`src/rtl/mac_addr_extract.sv`:
```
// mac_addr_extract: captures the destination and source MAC addresses from a
// framed ingress beat stream, reduces each to a learning-table address
// (truncation or XOR-fold) and presents both on a valid/ready result register.
// Short frames raise a one-cycle oerr pulse. A completed result that cannot be
// stored because the consumer is stalled raises a one-cycle ooverflow pulse.
module mac_addr_extract #(
    parameter int pDATA_WIDTH = 8,
    parameter int pMAC_WIDTH  = 48,
    parameter int pADDR_WIDTH = 14,
    parameter int pHASH_MODE  = 0
) (
    input  logic                   iclk,
    input  logic                   irst_n,
    input  logic [pDATA_WIDTH-1:0] idata,
    input  logic                   ivalid,
    input  logic                   isof,
    input  logic                   ieof,
    output logic [pADDR_WIDTH-1:0] oda_addr,
    output logic [pADDR_WIDTH-1:0] osa_addr,
    output logic                   omcast,
    output logic                   ovalid,
    input  logic                   iready,
    output logic                   oerr,
    output logic                   ooverflow
);

    localparam int N    = pMAC_WIDTH / pDATA_WIDTH;
    localparam int CW   = (N > 1) ? $clog2(N) : 1;
    localparam int CH   = (pMAC_WIDTH + pADDR_WIDTH - 1) / pADDR_WIDTH;
    localparam logic [CW-1:0] LAST = CW'(N - 1);

    generate
        if ((pMAC_WIDTH % pDATA_WIDTH) != 0) begin : g_bad_beat_width
            $error("mac_addr_extract: pMAC_WIDTH must be a multiple of pDATA_WIDTH");
        end
        if ((pADDR_WIDTH < 1) || (pADDR_WIDTH > pMAC_WIDTH)) begin : g_bad_addr_width
            $error("mac_addr_extract: pADDR_WIDTH must lie in 1..pMAC_WIDTH");
        end
    endgenerate

    typedef enum logic [1:0] {
        ST_IDLE     = 2'd0,
        ST_DA       = 2'd1,
        ST_SA       = 2'd2,
        ST_WAIT_EOF = 2'd3
    } state_t;

    // Shift one beat into the LSB end of an address, oldest beat ends up in the MSBs.
    function automatic logic [pMAC_WIDTH-1:0] shift_in(input logic [pMAC_WIDTH-1:0] old,
                                                       input logic [pDATA_WIDTH-1:0] d);
        return pMAC_WIDTH'({old, d});
    endfunction

    // Table address: low bits of the MAC, or XOR of all pADDR_WIDTH-bit chunks
    // with the top chunk zero-padded.
    function automatic logic [pADDR_WIDTH-1:0] hash_f(input logic [pMAC_WIDTH-1:0] mac);
        logic [CH*pADDR_WIDTH-1:0] pad;
        logic [pADDR_WIDTH-1:0]    acc;
        pad = {(CH*pADDR_WIDTH){1'b0}};
        pad[pMAC_WIDTH-1:0] = mac;
        acc = {pADDR_WIDTH{1'b0}};
        for (int k = 0; k < CH; k++) begin
            acc = acc ^ pad[k*pADDR_WIDTH +: pADDR_WIDTH];
        end
        if (pHASH_MODE == 1) begin
            return acc;
        end else begin
            return pad[pADDR_WIDTH-1:0];
        end
    endfunction

    state_t                 state_q, state_d;
    logic [CW-1:0]          cnt_q, cnt_d;
    logic [pMAC_WIDTH-1:0]  da_q, da_d;
    logic [pMAC_WIDTH-1:0]  sa_q, sa_d;
    logic [pADDR_WIDTH-1:0] oda_q, oda_d;
    logic [pADDR_WIDTH-1:0] osa_q, osa_d;
    logic                   omcast_q, omcast_d;
    logic                   ovalid_q, ovalid_d;
    logic                   oerr_q, ooverflow_q, ooverflow_d;
    logic                   err_s, done_s;
    logic [pMAC_WIDTH-1:0]  sa_full_s;

    // The SA as it stands once the current beat is included (used on completion).
    assign sa_full_s = shift_in(sa_q, idata);

    // Frame parser: next state, beat counter, address shift registers, error/done strobes.
    always_comb begin
        state_d = state_q;
        cnt_d   = cnt_q;
        da_d    = da_q;
        sa_d    = sa_q;
        err_s   = 1'b0;
        done_s  = 1'b0;
        if (ivalid) begin
            if (isof) begin
                // A start beat always restarts; it is an error only if it cuts
                // a frame short (or is itself the end of the frame).
                if (ieof) begin
                    err_s   = 1'b1;
                    state_d = ST_IDLE;
                    cnt_d   = {CW{1'b0}};
                end else begin
                    err_s = (state_q == ST_DA) || (state_q == ST_SA);
                    da_d  = shift_in({pMAC_WIDTH{1'b0}}, idata);
                    if (cnt_q == cnt_q && LAST == {CW{1'b0}}) begin
                        state_d = ST_SA;
                        cnt_d   = {CW{1'b0}};
                    end else begin
                        state_d = ST_DA;
                        cnt_d   = CW'(1);
                    end
                end
            end else begin
                case (state_q)
                    ST_IDLE: begin
                        state_d = ST_IDLE;
                    end
                    ST_DA: begin
                        da_d = shift_in(da_q, idata);
                        if (ieof) begin
                            err_s   = 1'b1;
                            state_d = ST_IDLE;
                            cnt_d   = {CW{1'b0}};
                        end else if (cnt_q == LAST) begin
                            state_d = ST_SA;
                            cnt_d   = {CW{1'b0}};
                        end else begin
                            cnt_d = cnt_q + CW'(1);
                        end
                    end
                    ST_SA: begin
                        sa_d = sa_full_s;
                        if (cnt_q == LAST) begin
                            done_s  = 1'b1;
                            cnt_d   = {CW{1'b0}};
                            state_d = ieof ? ST_IDLE : ST_WAIT_EOF;
                        end else if (ieof) begin
                            err_s   = 1'b1;
                            state_d = ST_IDLE;
                            cnt_d   = {CW{1'b0}};
                        end else begin
                            cnt_d = cnt_q + CW'(1);
                        end
                    end
                    ST_WAIT_EOF: begin
                        if (ieof) begin
                            state_d = ST_IDLE;
                        end else begin
                            state_d = ST_WAIT_EOF;
                        end
                    end
                    default: begin
                        state_d = ST_IDLE;
                        cnt_d   = {CW{1'b0}};
                    end
                endcase
            end
        end else begin
            state_d = state_q;
        end
    end

    // Result register: load on completion unless a stalled result is pending.
    always_comb begin
        oda_d       = oda_q;
        osa_d       = osa_q;
        omcast_d    = omcast_q;
        ovalid_d    = ovalid_q;
        ooverflow_d = 1'b0;
        if (done_s) begin
            if (ovalid_q && !iready) begin
                ooverflow_d = 1'b1;
            end else begin
                oda_d    = hash_f(da_q);
                osa_d    = hash_f(sa_full_s);
                omcast_d = da_q[pMAC_WIDTH-pDATA_WIDTH];
                ovalid_d = 1'b1;
            end
        end else if (ovalid_q && iready) begin
            ovalid_d = 1'b0;
        end else begin
            ovalid_d = ovalid_q;
        end
    end

    // State and output registers, cleared asynchronously.
    always_ff @(posedge iclk or negedge irst_n) begin
        if (!irst_n) begin
            state_q     <= ST_IDLE;
            cnt_q       <= {CW{1'b0}};
            da_q        <= {pMAC_WIDTH{1'b0}};
            sa_q        <= {pMAC_WIDTH{1'b0}};
            oda_q       <= {pADDR_WIDTH{1'b0}};
            osa_q       <= {pADDR_WIDTH{1'b0}};
            omcast_q    <= 1'b0;
            ovalid_q    <= 1'b0;
            oerr_q      <= 1'b0;
            ooverflow_q <= 1'b0;
        end else begin
            state_q     <= state_d;
            cnt_q       <= cnt_d;
            da_q        <= da_d;
            sa_q        <= sa_d;
            oda_q       <= oda_d;
            osa_q       <= osa_d;
            omcast_q    <= omcast_d;
            ovalid_q    <= ovalid_d;
            oerr_q      <= err_s;
            ooverflow_q <= ooverflow_d;
        end
    end

    assign oda_addr  = oda_q;
    assign osa_addr  = osa_q;
    assign omcast    = omcast_q;
    assign ovalid    = ovalid_q;
    assign oerr      = oerr_q;
    assign ooverflow = ooverflow_q;

endmodule

```
`config.mk`:
```
export PLATFORM = sky130hd
export DESIGN_NAME = mac_addr_extract
export DESIGN_NICKNAME = d
export VERILOG_FILES = /design/src/rtl/mac_addr_extract.sv
export SDC_FILE = /design/constraint.sdc
export NUM_CORES = 1
export LEC_CHECK = 0
export ABC_AREA = 0
export BUFFER_PORTS_ARGS = -buffer_cell sky130_fd_sc_hd__buf_2
export CAP_MARGIN = 40
export CORE_UTILIZATION = 46
export DETAILED_ROUTE_END_ITERATION = 7
export PLACE_DENSITY = 0.79
export SYNTH_ARGS = -nofsm -noshare
export SYNTH_HDL_FRONTEND = slang
export SYNTH_SLANG_ARGS = --single-unit
```
`constraint.sdc`:
```
create_clock -name iclk -period 3.7 [get_ports iclk]
set_input_delay 0.555 -clock iclk [delete_from_list [all_inputs] [get_ports iclk]]
set_output_delay 0.555 -clock iclk [all_outputs]
set_load 0.02 [all_outputs]
```
==> flow_metrics.tcl, run 1 <==
set metrics [dict create \
    outcome "completed" \
    finalCoreUtilization_pct 57.0 \
    rsz_0062_raised_after_global_routing "no" \
    cts_hold_repair.buffers 0 \
    vias 1482 \
    post-dp-hpwl_um 2930 \
    finalSetupViolCount 0 \
    stdcell_count 289 \
    antenna_found_initial 0 \
    ys_seq_area_share_pct 61.8 \
    syn_to_layout_area_delta_pct 18.5 \
    drive_gt1_share_pct 48.4 \
    worst_r2r_startpoint "state_q[0]" \
    timing.final.crit_share_pct 56.2 \
    hold_path.class "input pin to asynchronous set/reset pin" \
    drt_first_iter_violations 59 \
    layout_setup_ws_ns 1.62 \
    grt_start_max_net_pins 38 \
    net_count_after_synthesis 185 \
    crit_arrival_ns 2.28 \
    first_pass_iters 4 \
    fmaxAchievable_mhz 481 \
    resized_after_cts 0 \
    grt_pass1_wl_um 6760 \
    synthesis.yosys.warnings 0 \
    floorplan.initialDensity_pct 48.1 \
    final-max-slew-violation-count 0 \
    groute.usage.overall_pct 16.7 \
    dpl.cell_count 276 \
    fillerInstances 451 \
    tritoncts_num_sinks 61 \
    postSynthRegisterBits 61 \
    startpoint_type "register" \
    netlist.area_leader.share_pct 61.8 \
    remaining_antenna_violation_count 0 \
    synth-main-ff-cell "sky130_fd_sc_hd__dfrtp_1" \
    synth_top_cells_by_area "sky130_fd_sc_hd__dfrtp_1 62%, sky130_fd_sc_hd__mux2_2 20%, sky130_fd_sc_hd__a22o_1 3.9%" \
    hold-worst-slack_ns 0.320 \
    postCtsSetupBuffers 0 \
    clockBufferDepth 2 \
    diodes 0 \
    async_reset_ff_share_pct 100 \
    routed_wire_length_per_instance_um 14.6 \
    timing.max_cap.violations 0 \
    most_instantiated_library_cell_after_synthesis "sky130_fd_sc_hd__dfrtp_1" \
    powerDensity_nw_per_um2 466 \
    globalplace.congestion 0.765 \
    wirelength_um 4220 \
    post_drt_via_cell_ratio 5.13 \
    synth_area_leader_cell "sky130_fd_sc_hd__dfrtp_1" \
    port_buffers 45 \
    required_ns 3.90 \
    row_count 26 \
    drc_violation_count_after_routing 0 \
    first_global_vias 1442 \
    cts_inserted_buffers 9 \
    worst_setup_hold_path_clk_slew_ns 0.06 \
    synthTopCellsByCount "61 x sky130_fd_sc_hd__dfrtp_1, 44 x sky130_fd_sc_hd__mux2_2, 11 x sky130_fd_sc_hd__a22o_1" \
    path_max_fanout 29 \
    ff_latch_area_um2 1530 \
    cts.root.buffer_cell "sky130_fd_sc_hd__clkbuf_8" \
    synth_enable_flop_cells 0 \
    multi_input_comb_area_um2 888 \
    post_synth_num_cell_types 29 \
    syn_area_per_cell_um2 15.0 \
    cell_area_synth_um2 2470 \
    timing_worst_slew_pin_value_ns 0.820 \
    cp-startpoint "state_q[0]" \
    tritoncts "yes" \
    power.static_leakage_nw 1.55 \
    fp.dieArea_um2 5670 \
    final.setup.tns_ns 0 \
    grt.overflow.total 0 \
    worstSkewPairLatency_ns 0.32 \
    dieWidth_um 75.3 \
    timing.slew.headroom_pct 45.3 \
    finalClockSkew_ns 0.00603 \
    nNetsFinal 237 \
    setup.worst_path.end_class "register" \
    timing_worst_setup_path_type "register to register" \
    post_synth_inst_count 165 \
    io-pin-count 46 \
    floorplan.die.height_um 75.3 \
    report.final.hold_viol_count 0 \
    final_critical_period_ns 2.08 \
    place_ws_ns 1.60 \
    floorplan.core_area_um2 5140 \
    ir_worst_vdd_uv 318 \
    cts_htree_levels 3 \
]
==> critical path, stage by stage, from the launching register on <==
cell and delay, ns:
sky130_fd_sc_hd__dfrtp_1 0.40, sky130_fd_sc_hd__inv_1 0.11, sky130_fd_sc_hd__ha_1 0.29, sky130_fd_sc_hd__nand3b_4 0.20, sky130_fd_sc_hd__nor3b_4 0.19, sky130_fd_sc_hd__buf_4 0.38, sky130_fd_sc_hd__mux2_2 0.39
==> logic make-up after synthesis <==
family,Yosys count,synth area share (%)
compound gates,25,7.95
fa+ha+maj,6,3.04
simple gates,17,4.25
flops,61,61.8
mux,45,20.5
buf+inv,11,2.53
==> cells in the final DEF (no fill, tap or decap) <==
master	n
sky130_fd_sc_hd__a2111oi_0	1
sky130_fd_sc_hd__a211o_1	1
sky130_fd_sc_hd__a21oi_1	2
sky130_fd_sc_hd__a221o_1	1
sky130_fd_sc_hd__a22o_1	11
sky130_fd_sc_hd__and3_1	1
sky130_fd_sc_hd__buf_2	45
sky130_fd_sc_hd__buf_4	2
sky130_fd_sc_hd__bufinv_16	1
sky130_fd_sc_hd__clkbuf_1	1
sky130_fd_sc_hd__clkbuf_8	9
sky130_fd_sc_hd__clkinv_2	2
sky130_fd_sc_hd__dfrtp_1	61
sky130_fd_sc_hd__ha_1	6
sky130_fd_sc_hd__inv_1	5
sky130_fd_sc_hd__mux2_2	44
sky130_fd_sc_hd__mux2i_1	1
sky130_fd_sc_hd__nand2_1	3
sky130_fd_sc_hd__nand2b_1	1
sky130_fd_sc_hd__nand3_1	1
sky130_fd_sc_hd__nand3b_1	1
sky130_fd_sc_hd__nand3b_4	1
sky130_fd_sc_hd__nor2_1	5
sky130_fd_sc_hd__nor2b_1	2
sky130_fd_sc_hd__nor3_1	1
sky130_fd_sc_hd__nor3b_4	1
sky130_fd_sc_hd__o211ai_1	1
sky130_fd_sc_hd__o21ai_0	3
sky130_fd_sc_hd__o21ai_2	1
sky130_fd_sc_hd__o31ai_1	3
sky130_fd_sc_hd__o32ai_1	1
==> layer usage <==
layer / wire length [µm] / global-route usage, % / part of all wire [%] / vias to the layer above
met5: 0 / 0 / 0 / -
met4: 66 / 9.88 / 1.6 / 0
met3: 150 / 4.10 / 3.6 / 8
met2: 1940 / 24.2 / 46 / 33
met1: 2060 / 22.9 / 49 / 737
li1: - / - / - / 704
==> report_power, final <==
| part | switching, mW | internal (mW) | total [mW] | leakage [nW] |
|---|---|---|---|---|
| Combinational | 0.0540 | 0.0517 | 0.106 | 0.636 |
| Clock | 0.220 | 0.297 | 0.518 | 0.0878 |
| Sequential | 0.0302 | 0.713 | 0.743 | 0.828 |
==> state kept, by name, indices dropped and copies added, names as in the netlist <==
name and count:
state_q 2, omcast 1, ooverflow 1, oda_addr 14, sa_q 6, ovalid 1, osa_addr 14, oerr 1
cnt_q 3, da_q 18
==> stage by stage <==
stage	power (mW)	instance area (µm²)
floorplan	0.815	2470
global route	1.43	2930
CTS	1.39	2930
global placement	0.855	2760
finish	1.37	2930
detailed placement	0.862	2760
==> final timing paths <==
path	to	slack, ns	cells after the start
setup / recovery	oda_addr[7]	1.62	6
hold / removal	osa_addr[6]	0.32	1
setup reg to reg	oda_addr[7]	1.62	6
hold reg to reg	osa_addr[12]	0.49	1
max in group asynchronous	state_q[0]	2.55	2
min in group iclk	da_q[7]	0.48	2
==> final cells by class <==
| type | count | area share [%] |
|---|---|---|
| inverter | 5 | 0.641 |
| multi-input combinational | 93 | 30.3 |
| timing repair buffer | 47 | 8.20 |
| tap | 70 | 2.99 |
| clock buffer | 10 | 4.36 |
| clock inverter | 3 | 1.37 |
| sequential | 61 | 52.1 |
(Power assumes the default switching activity.)
==> run 2, diff against run 1 <==
--- a/config.mk
+++ b/config.mk
@@ -10,7 +10,7 @@
 export CAP_MARGIN = 40
 export CORE_UTILIZATION = 46
 export DETAILED_ROUTE_END_ITERATION = 7
-export PLACE_DENSITY = 0.79
+export PLACE_DENSITY = 0.82
 export SYNTH_ARGS = -nofsm -noshare
 export SYNTH_HDL_FRONTEND = slang
 export SYNTH_SLANG_ARGS = --single-unit
==> constraint.sdc (replaced) <==
create_clock -name iclk -period 1.8 [get_ports iclk]
set_input_delay 0.27 -clock iclk [delete_from_list [all_inputs] [get_ports iclk]]
set_output_delay 0.27 -clock iclk [all_outputs]
set_load 0.02 [all_outputs]
==> flow_metrics.tcl, run 2 (synthesis results as in run 1) <==
set metrics [dict create \
    outcome "completed" \
    crit_path_buffers_inverters 2 \
    grt_start_max_net_pins 62 \
    worstSkewPairLatency_ns 0.33 \
    syn_to_layout_area_delta_pct 26.8 \
    drc_violation_count_after_routing 0 \
    min_path_cells 2 \
    floorplan.die.height_um 75.3 \
    hold_path_startpoint "idata[7]" \
    dpl.cell_count 282 \
    drt_first_iter_violations 65 \
    first_global_vias 1586 \
    layout_setup_ws_ns 0.0277 \
    vias 1568 \
    finalClockSkew_ns 0.00677 \
    final.setup.tns_ns 0 \
    total_power_mw 2.86 \
    hold-worst-slack_ns 0.180 \
    floorplan.initialDensity_pct 48.1 \
    grt_pass1_wl_um 7360 \
    timing.final.crit_share_pct 98.5 \
    required_ns 2.02 \
    hold_path.class "input pin to register" \
    crit_path_max_incr_delay_ns 0.45 \
    place_area_um2 2850 \
    first_pass_iters 3 \
    power.static_leakage_nw 1.64 \
    globalplace.congestion 0.788 \
    startpoint_type "register" \
    report.final.hold_viol_count 0 \
    place_ws_ns -0.0412 \
    final_critical_period_ns 1.77 \
    dieWidth_um 75.3 \
    port_buffers 45 \
    timing_worst_setup_path_type "register to register" \
    reg_with_most_ffs "da_q" \
    groute.usage.overall_pct 18.3 \
    powerDensity_nw_per_um2 912 \
    finalSetupViolCount 0 \
    worst_setup_hold_path_clk_slew_ns 0.07 \
    cts.root.buffer_cell "sky130_fd_sc_hd__clkbuf_8" \
    worst_r2r_startpoint "cnt_q[0]" \
    wirelength_um 4520 \
    fp.dieArea_um2 5670 \
    critical_path.cell_chain "ha_4 -> nand2_2 -> nor3b_4 -> buf_4 -> buf_12 -> mux2_2" \
    critical_path_s_top_delay_family "flip-flops" \
    cts_htree_levels 3 \
    setup.worst_path.end_class "register" \
    nNetsFinal 251 \
    tritoncts "yes" \
    timing.slew.headroom_pct 72.6 \
    finalCoreUtilization_pct 61.0 \
    antenna_found_initial 0 \
    stdcell_count 306 \
    crit_arrival_ns 1.99 \
    cts_inserted_buffers 9 \
    r2r.worst_path.cells 6 \
    fmaxAchievable_mhz 564 \
    clockBufferDepth 2 \
    drive_gt1_share_pct 54.2 \
    diodes 0 \
    worst_r2r_endpoint "osa_addr[10]" \
    final_common_cell "sky130_fd_sc_hd__dfrtp_1" \
    tritoncts_num_sinks 61 \
    r2r_setup_slack_ns 0.03 \
    sink_of_the_worst_hold_path "da_q[7]" \
    routed_wire_length_per_instance_um 14.8 \
    layout_common_cells "61 x sky130_fd_sc_hd__dfrtp_1, 45 x sky130_fd_sc_hd__buf_2, 44 x sky130_fd_sc_hd__mux2_2, 11 x sky130_fd_sc_hd__a22o_1" \
    floorplan.core_area_um2 5140 \
    largest_reg_flops 18 \
    timing_worst_slew_pin_value_ns 0.400 \
    post_drt_via_cell_ratio 5.12 \
    row_count 26 \
    remaining_antenna_violation_count 0 \
    grt.overflow.total 0 \
    layout.cell_area.non_filler_um2 3130 \
    post-dp-hpwl_um 2880 \
    io-pin-count 46 \
    ir_worst_vdd_uv 513 \
    path_max_fanout 11 \
    final-max-slew-violation-count 0 \
    timing.max_cap.violations 0 \
    slowest_stage "sky130_fd_sc_hd__dfrtp_1" \
]
run 2: timing repair:
action | 4_1_cts | 5_1_grt
cloned | 1 | 0
endpoints found under the setup margin | 29 | 21
hold endpoints to repair | 61 | 0
pin swaps | 1 | 1
gates resized for setup | 5 | 3
hold buffers | 1 | 0
buffers inserted | 2 | 4
run 2: final cells by class:
class                   count  area, µm²
clock buffers              10        138
flip-flops and latches     61       1530
multi-input cells          93        916
repair buffers             61        409
inverters                   5       18.8
clock inverters             6       38.8
well taps                  70       87.6
fillers                   426       2010
run 2: routing by layer:
layer  wire length (µm)  track usage, %
met1               2080            22.5
met2               2190            29.7
met3                182            5.16
met4                 71            9.88
met5                  0               0
run 2: power breakdown:
part	switching, mW	internal, mW
logic	0.123	0.144
registers	0.0645	1.46
clock network	0.533	0.530
run 2: how the worst max path moves through the flow:
stage                    start            to  slack (ns)  cells past startpoint
floorplan           state_q[0]  oda_addr[10]        0.02                      7
global placement      cnt_q[1]  osa_addr[13]        0.07                      6
detailed placement    cnt_q[1]  osa_addr[10]       -0.04                      6
CTS                 state_q[0]  osa_addr[10]       0.003                      7
global route          cnt_q[0]   osa_addr[8]       -0.03                      6
finish                cnt_q[0]  osa_addr[10]        0.03                      6
